`src/rtl/led_pattern_ctrl.sv`:
```
// LED pattern sequencer: the slow divider output is synchronised as data, its rising
// edges step one of four LED patterns (SHIFT, BOUNCE, BLINK, FILL).
module led_pattern_ctrl #(
  parameter int LED_W       = 8,
  parameter int SYNC_STAGES = 2
) (
  input  logic             clk,
  input  logic             rst_n,
  input  logic             clk_sys,
  input  logic             en,
  input  logic [1:0]       mode,
  output logic [LED_W-1:0] led,
  output logic             step,
  output logic             dir
);

  typedef enum logic [2:0] {IDLE, SHIFT, BOUNCE, BLINK, FILL} state_t;

  localparam logic [LED_W-1:0] LED_ONE = {{(LED_W-1){1'b0}}, 1'b1};
  localparam logic [LED_W-1:0] LED_MSB = {1'b1, {(LED_W-1){1'b0}}};
  localparam logic [LED_W-1:0] LED_ALL = {LED_W{1'b1}};

  logic [SYNC_STAGES-1:0] sync_q;
  logic                   dly_q;
  logic                   tick;

  state_t                 state_q;
  logic [LED_W-1:0]       led_q;
  logic                   step_q;
  logic                   dir_q;

  state_t                 sel_st;
  logic [LED_W-1:0]       init_led;
  logic [LED_W-1:0]       led_d;
  logic                   dir_d;
  logic [LED_W-1:0]       shl;
  logic [LED_W-1:0]       shr;

  always_ff @(posedge clk or negedge rst_n) begin
    if (!rst_n) begin
      sync_q <= '0;
      dly_q  <= 1'b0;
    end else begin
      sync_q <= {sync_q[SYNC_STAGES-2:0], clk_sys};
      dly_q  <= sync_q[SYNC_STAGES-1];
    end
  end

  // One tick per rising edge of the synchronised step clock, however long it stays high.
  assign tick = sync_q[SYNC_STAGES-1] & ~dly_q;

  always_comb begin
    sel_st   = SHIFT;
    init_led = LED_ONE;
    case (mode)
      2'b00: sel_st = SHIFT;
      2'b01: sel_st = BOUNCE;
      2'b10: begin
        sel_st   = BLINK;
        init_led = LED_ALL;
      end
      default: sel_st = FILL;
    endcase
  end

  assign shl = {led_q[LED_W-2:0], 1'b0};
  assign shr = {1'b0, led_q[LED_W-1:1]};

  always_comb begin
    led_d = led_q;
    dir_d = dir_q;
    case (state_q)
      SHIFT:  led_d = {led_q[LED_W-2:0], led_q[LED_W-1]};
      BOUNCE: begin
        // Direction flips in the same cycle the end LED is loaded.
        if (!dir_q) begin
          led_d = shl;
          dir_d = (shl == LED_MSB);
        end else begin
          led_d = shr;
          dir_d = (shr != LED_ONE);
        end
      end
      BLINK:  led_d = ~led_q;
      FILL:   led_d = (led_q == LED_ALL) ? '0 : (shl | LED_ONE);
      default: begin
        led_d = '0;
        dir_d = 1'b0;
      end
    endcase
  end

  always_ff @(posedge clk or negedge rst_n) begin
    if (!rst_n) begin
      state_q <= IDLE;
      led_q   <= '0;
      step_q  <= 1'b0;
      dir_q   <= 1'b0;
    end else begin
      step_q <= 1'b0;
      if (!en) begin
        state_q <= IDLE;
        led_q   <= '0;
        dir_q   <= 1'b0;
      end else if (tick) begin
        step_q <= 1'b1;
        // A tick whose sampled mode differs from the running pattern restarts it.
        if (state_q != sel_st) begin
          state_q <= sel_st;
          led_q   <= init_led;
          dir_q   <= 1'b0;
        end else begin
          led_q <= led_d;
          dir_q <= dir_d;
        end
      end
    end
  end

  assign led  = led_q;
  assign step = step_q;
  assign dir  = dir_q;

endmodule

```
`config.mk`:
```
export PLATFORM = sky130hd
export DESIGN_NAME = led_pattern_ctrl
export DESIGN_NICKNAME = d
export VERILOG_FILES = /design/src/rtl/led_pattern_ctrl.sv
export SDC_FILE = /design/constraint.sdc
export NUM_CORES = 1
export LEC_CHECK = 0
export ABC_CLOCK_PERIOD_IN_PS = 1900
export CORE_MARGIN = 2
export CORE_UTILIZATION = 47
export DETAILED_ROUTE_END_ITERATION = 16
export GPL_ROUTABILITY_DRIVEN = 0
export PLACE_DENSITY_LB_ADDON = 0.08
export SETUP_SLACK_MARGIN = 0.4
export SYNTH_ARGS = -nofsm -noshare
export SYNTH_HDL_FRONTEND = slang
export SYNTH_SLANG_ARGS = --single-unit
export TNS_END_PERCENT = 1
```
`constraint.sdc`:
```
create_clock -name clk -period 1.9 [get_ports clk]
set_clock_uncertainty 0.2 [all_clocks]
set_input_delay 0.38 -clock clk [delete_from_list [all_inputs] [get_ports clk]]
set_output_delay 0.38 -clock clk [all_outputs]
set_load 0.1 [all_outputs]
```
==> results of run 1 <==
==> cell usage after synthesis, types with 2 or more instances <==
master / instances
dfrtp_1: 16
nor2_1: 12
nand2_1: 11
o21ai_0: 10
a32oi_1: 7
a221oi_1: 6
buf_2: 4
inv_1: 4
nor2b_1: 4
ha_1: 3
xor2_1: 3
a21oi_1: 2
and3_1: 2
and4_1: 2
mux2i_1: 2
nor3_1: 2
or2b_1: 2
or3b_1: 2
==> power groups by stage <==
stage	clock network, uW	logic [uW]	registers (uW)
after global placement	0	303	396
final	234	331	392
after CTS	237	322	390
after detailed placement	0	309	397
after global routing	260	350	395
after floorplan	0	98.4	465
==> cells by family (layout without fill, tap and decap cells) <==
family | after synthesis | in the layout
buffers and inverters | 9 | 51
AND/OR/NAND/NOR | 43 | 43
multiplexers | 2 | 2
AO/OA/AOI/OAI | 33 | 33
adder cells (fa/ha/maj) | 3 | 3
flip-flops | 16 | 16
XOR/XNOR | 3 | 3
==> registers in the layout, summed over array words and instances, names as in the netlist <==
signal / flops
step: 1
sync_q: 2
dly_q: 1
led: 8
dir: 1
state_q: 3
==> worst register-to-register path, cell delays in order (launching register included) <==
cell and delay (ns):
dfrtp_2 0.47, or3b_1 0.42, a21oi_2 0.15, buf_4 0.16, o21ai_0 0.10, a32oi_1 0.22
==> worst max-delay path by stage <==
stage                  end       start  cells after the start  slack [ns]
detailed placement  led[0]     mode[1]                      8       -0.58
global placement    led[0]     mode[1]                      8       -0.56
floorplan           led[0]     mode[1]                      6        0.02
CTS                    dir     mode[1]                      7        0.08
finish              led[6]  state_q[0]                      5        0.08
global route        led[6]  state_q[0]                      5      0.0008
==> through the flow <==
stage          total power [uW]  utilization [%]  std cells
2_1_floorplan               563                -        109
3_3_place_gp                699             75.7        172
3_5_place_dp                706             75.7        172
4_1_cts                     949             80.1        177
5_1_grt                    1000             81.1        178
6_report                    956             81.1        178
==> layer usage <==
layer / vias to the layer above / track usage [%]
met2: 66 / 40.8
met5: - / 0
met4: 0 / 10.8
met1: 527 / 35.4
li1: 496 / -
met3: 11 / 3.87
==> area by class of cell <==
cell class / instances / share of cell area, %
inverter: 4 / 2.47
tap: 27 / 2.08
clock buffer: 4 / 2.24
timing repair buffer: 43 / 29.5
sequential: 16 / 25.4
multi-input combinational: 84 / 38.3
==> repair_timing <==
item | in CTS | in global routing
gates resized for setup | 17 | 3
setup endpoints to repair | 19 | 18
buffers inserted | 1 | 1
pin swaps | 5 | 6
==> results.toml, run 1 <==
[power]
p_int_uw = 621
power_density_mw_per_mm2 = 589
p_comb_share_pct = 34.6
p_leak_uw = 0.000696
p_clk_share_pct = 24.4
p_sw_uw = 335
seqPwrFrac_pct = 41.0
swShare_pct = 35.0
peakVddDrop_mv = 0.403

[die]
io_pins = 16
start_util_pct = 50.7
die_y_um = 50.5
fp.dieW_um = 50.5
rows = 16
die_area_mm2 = 0.00255
core_region_area_mm2 = 0.00200

[drt]
top_layer_used = "met4"
drt_first_pass_iters = 4
drt_wl_total_mm = 3.00
viasPerCell = 6.18
drtAntennaViolNets = 0
routedWlPerCell_um = 16.8
met1_length_mm = 1.22
drtIter0Drc = 55
drc = 0
via_count = 1100
wl_met3_um = 234
met2_length_mm = 1.48

[logic_synthesis]
ys_seq_area_share_pct = 39.4
syn_nets = 118
synth-simple-area-share_pct = 23.4
synth_area_mm2 = 0.00102
netlist_instances = 109
yosysTopAreaCellShare_pct = 39.4
synth-compound-area-share_pct = 24.4
yosys.cell_types.count = 33
synth_mux_area_share_pct = 1.97
synthFlopType = "dfrtp_1"
synth_top_family_by_area = "compound AO/OA/AOI/OAI gates"
async_reset_ff_share_pct = 100
synth.ff_latch_count = 16
synth-edff-count = 0
yosysWarnings = 0
synthXorXnorAreaFrac_pct = 2.59
synth_fa_ha_area_share_pct = 3.69
synth.avg_cell_area_um2 = 9.32
synth_area_leaders = "dfrtp_1 (39%), a32oi_1 (6.0%), a221oi_1 (5.2%)"
yosys.area.top_type = "dfrtp_1"

[min_path]
min_from = "sync_q[0]"
holdPathEnd = "sync_q[1]"
hold_path_depth = 0
hold_class = "reg2reg"

[global_route]
grt_pass1_vias = 981
antenna_found_initial = 0
track_usage_pct = 25.8
grt_max_degree = 17
grt_pass1_wl_mm = 4.93
overflow = 0

[timing]
grt_setup_unrepaired = "yes"
finalMaxSlewViolations = 0
clock.fmax_mhz = 549
fin_crit_sh_pct = 95.9
min_period_ns = 1.82
layout_setup_ws_ns = 0.0775
finalSetupViolCount = 0
hold_violations = 0
maxSlewHeadroom_pct = 76.7
max_slew.worst_pin.slew_ns = 0.346
timing.hold.ws_ns = 0.161
setup_tns_ns = 0

[clocking]
cts_hold_buf = 0
tritoncts = "built"
cts_sinks = 16
clk_pin_slew_ns = 0.11
insertion_delay_ns = 0.30
cts_buffers = 3
cts.htree.levels = 1
cts-root-buf = "clkbuf_4"
cts_buffer_depth = 2

[place]
placed_cell_area_mm2 = 0.00152
place_ws_ns = -0.576
io_buffers = 15
place_hpwl_mm = 1.91

[outcome]
outcome = "completed"

[job]
max_cap_viol_count = 0

[critical_path]
r2r_cells = 5
crit_type = "reg2reg"
path_max_fanout = 7
crit_buf_inv = 1
r2r_slack_ns = 0.08
r2r_start = "state_q[0]"
arrival_ns = 1.82
crit_family = "flip-flops"
max_stage_delay_ns = 0.47
start_kind = "flip-flop"
required_ns = 1.90
crit_chain = "or3b_1 -> a21oi_2 -> buf_4 -> o21ai_0 -> a32oi_1"
cp-end-kind = "flip-flop"
slowest_stage = "dfrtp_2"
r2r_end = "led[6]"

[final_layout]
area_growth_pct = 59.7
final_cell_area_mm2 = 0.00162
multi_input_comb_area_um2 = 622
final-seq-area_um2 = 413
layout_common_cells = "buf_4 (25), nor2_1 (12), nand2_1 (11)"
num-fill-cells = 120
final_nets = 161
drive_gt1_share_pct = 43.7
layout_commonest_cell = "buf_4"
diodes = 0
Note: power is estimated with default switching activity, not from simulation.
==> run 2: changes to the inputs <==
--- a/config.mk
+++ b/config.mk
@@ -6,7 +6,7 @@
 export NUM_CORES = 1
 export LEC_CHECK = 0
 export ABC_CLOCK_PERIOD_IN_PS = 1900
-export CORE_MARGIN = 2
+export CORE_MARGIN = 10
 export CORE_UTILIZATION = 47
 export DETAILED_ROUTE_END_ITERATION = 16
 export GPL_ROUTABILITY_DRIVEN = 0
==> results.toml, run 2 (synthesis gave the netlist of run 1 again) <==
[outcome]
outcome = "completed"

[final_layout]
diodes = 0
layout_common_cells = "buf_4 (26), nor2_1 (12), nand2_1 (11)"
final_nets = 162
area_growth_pct = 59.4
num-fill-cells = 128
layout_commonest_cell = "buf_4"
drive_gt1_share_pct = 42.8
largest_register_ffs = 8
final_core_util_pct = 80.9

[critical_path]
crit_buf_inv = 2
start_kind = "primary input"
path_depth = 7
r2r_cells = 4
crit_start = "mode[1]"
crit_family = "compound AO/OA/AOI/OAI gates"
r2r_slack_ns = 0.13
slowest_stage = "or3_4"
required_ns = 1.91
arrival_ns = 1.81
cp-end-kind = "flip-flop"
crit_type = "in2reg"
crit_chain = "buf_6 -> buf_8 -> ha_4 -> or3_4 -> a211oi_4 -> o21ai_0 -> o22ai_1"
critical_path.endpoint = "dir"
r2r_end = "dir"
max_stage_delay_ns = 0.38
r2r_start = "state_q[0]"
path_max_fanout = 5

[die]
start_util_pct = 50.7
die_y_um = 66.5
rows = 16
fp.dieW_um = 66.5
core_region_area_mm2 = 0.00200
io_pins = 16
die_area_mm2 = 0.00442

[drt]
drc = 0
drt_wl_total_mm = 2.91
drtAntennaViolNets = 0
viasPerCell = 6.02
routedWlPerCell_um = 16.2
via_count = 1078
drt_first_pass_iters = 4
drtIter0Drc = 82

[clocking]
cts_buffer_depth = 2
insertion_delay_ns = 0.29
cts_buffers = 3
cts-root-buf = "clkbuf_4"
cts_sinks = 16
tritoncts = "built"
cts.htree.levels = 1
clk_pin_slew_ns = 0.09

[global_route]
grt_max_degree = 17
track_usage_pct = 14.8
overflow = 0
grt_pass1_wl_mm = 5.12
antenna_found_initial = 0
grt_pass1_vias = 998

[power]
p_leak_uw = 0.000696
finalPower_uw = 911
peakVddDrop_mv = 0.458
power_density_mw_per_mm2 = 563

[timing]
hold_violations = 0
maxSlewHeadroom_pct = 71.2
grt_setup_unrepaired = "yes"
max_slew.worst_pin.slew_ns = 0.428
finalMaxSlewViolations = 0
fin_crit_sh_pct = 95.0
clock.fmax_mhz = 554
finalSetupViolCount = 0
min_period_ns = 1.80

[place]
place_hpwl_mm = 2.02
io_buffers = 15

[min_path]
hold_class = "reg2reg"

[job]
max_cap_viol_count = 0
-- run 2: worst min-delay path by stage --
stage	depth (start not counted)	startpoint	end	slack (ns)
final	0	sync_q[0]	sync_q[1]	0.16
after floorplan	0	rst_n	dir	-0.12
after CTS	0	sync_q[0]	sync_q[1]	0.17
after global placement	0	sync_q[0]	sync_q[1]	0.13
after detailed placement	0	sync_q[0]	sync_q[1]	0.14
after global routing	0	sync_q[0]	sync_q[1]	0.19
-- run 2: metal layers --
layer / wire (um) / up-vias / GRT usage (%)
li1: - / 492 / -
met1: 1200 / 516 / 18.3
met2: 1370 / 61 / 22.6
met3: 252 / 9 / 3.85
met4: 84 / 0 / 8.64
met5: 0 / - / 0
-- run 2: cell type report --
class / count / area (um2) / share of cell area (%)
sequential: 16 / 413 / 25.5
inverter: 4 / 40.0 / 2.47
timing repair buffer: 44 / 485 / 30.0
tap: 27 / 33.8 / 2.09
multi-input combinational: 84 / 621 / 38.3
clock buffer: 4 / 26.3 / 1.62
-- run 2: power breakdown --
group,switching (uW),total (uW),internal (uW)
Clock,109,191,81.8
Combinational,180,325,145
Sequential,35.5,395,360
-- run 2: metrics by stage --
| stage | cells | cell area, um2 | hold WS (ns) | setup TNS, ns | setup slack (ns) |
|---|---|---|---|---|---|
| after floorplan | 109 | 1070 | -0.116 | 0 | 0.0180 |
| after global placement | 170 | 1500 | 0.134 | -4.97 | -0.562 |
| after detailed placement | 170 | 1500 | 0.143 | -5.09 | -0.606 |
| after CTS | 177 | 1590 | 0.172 | 0 | 0.0659 |
| after global routing | 179 | 1620 | 0.194 | 0 | 0.0550 |
| final | 179 | 1620 | 0.164 | 0 | 0.0951 |
-- run 2: repair_timing --
action	in CTS	in global routing
pin swaps	4	5
setup buffers	3	2
resized for setup	17	5
cloned	0	0
setup endpoints to repair	19	20
hold buffers	0	0
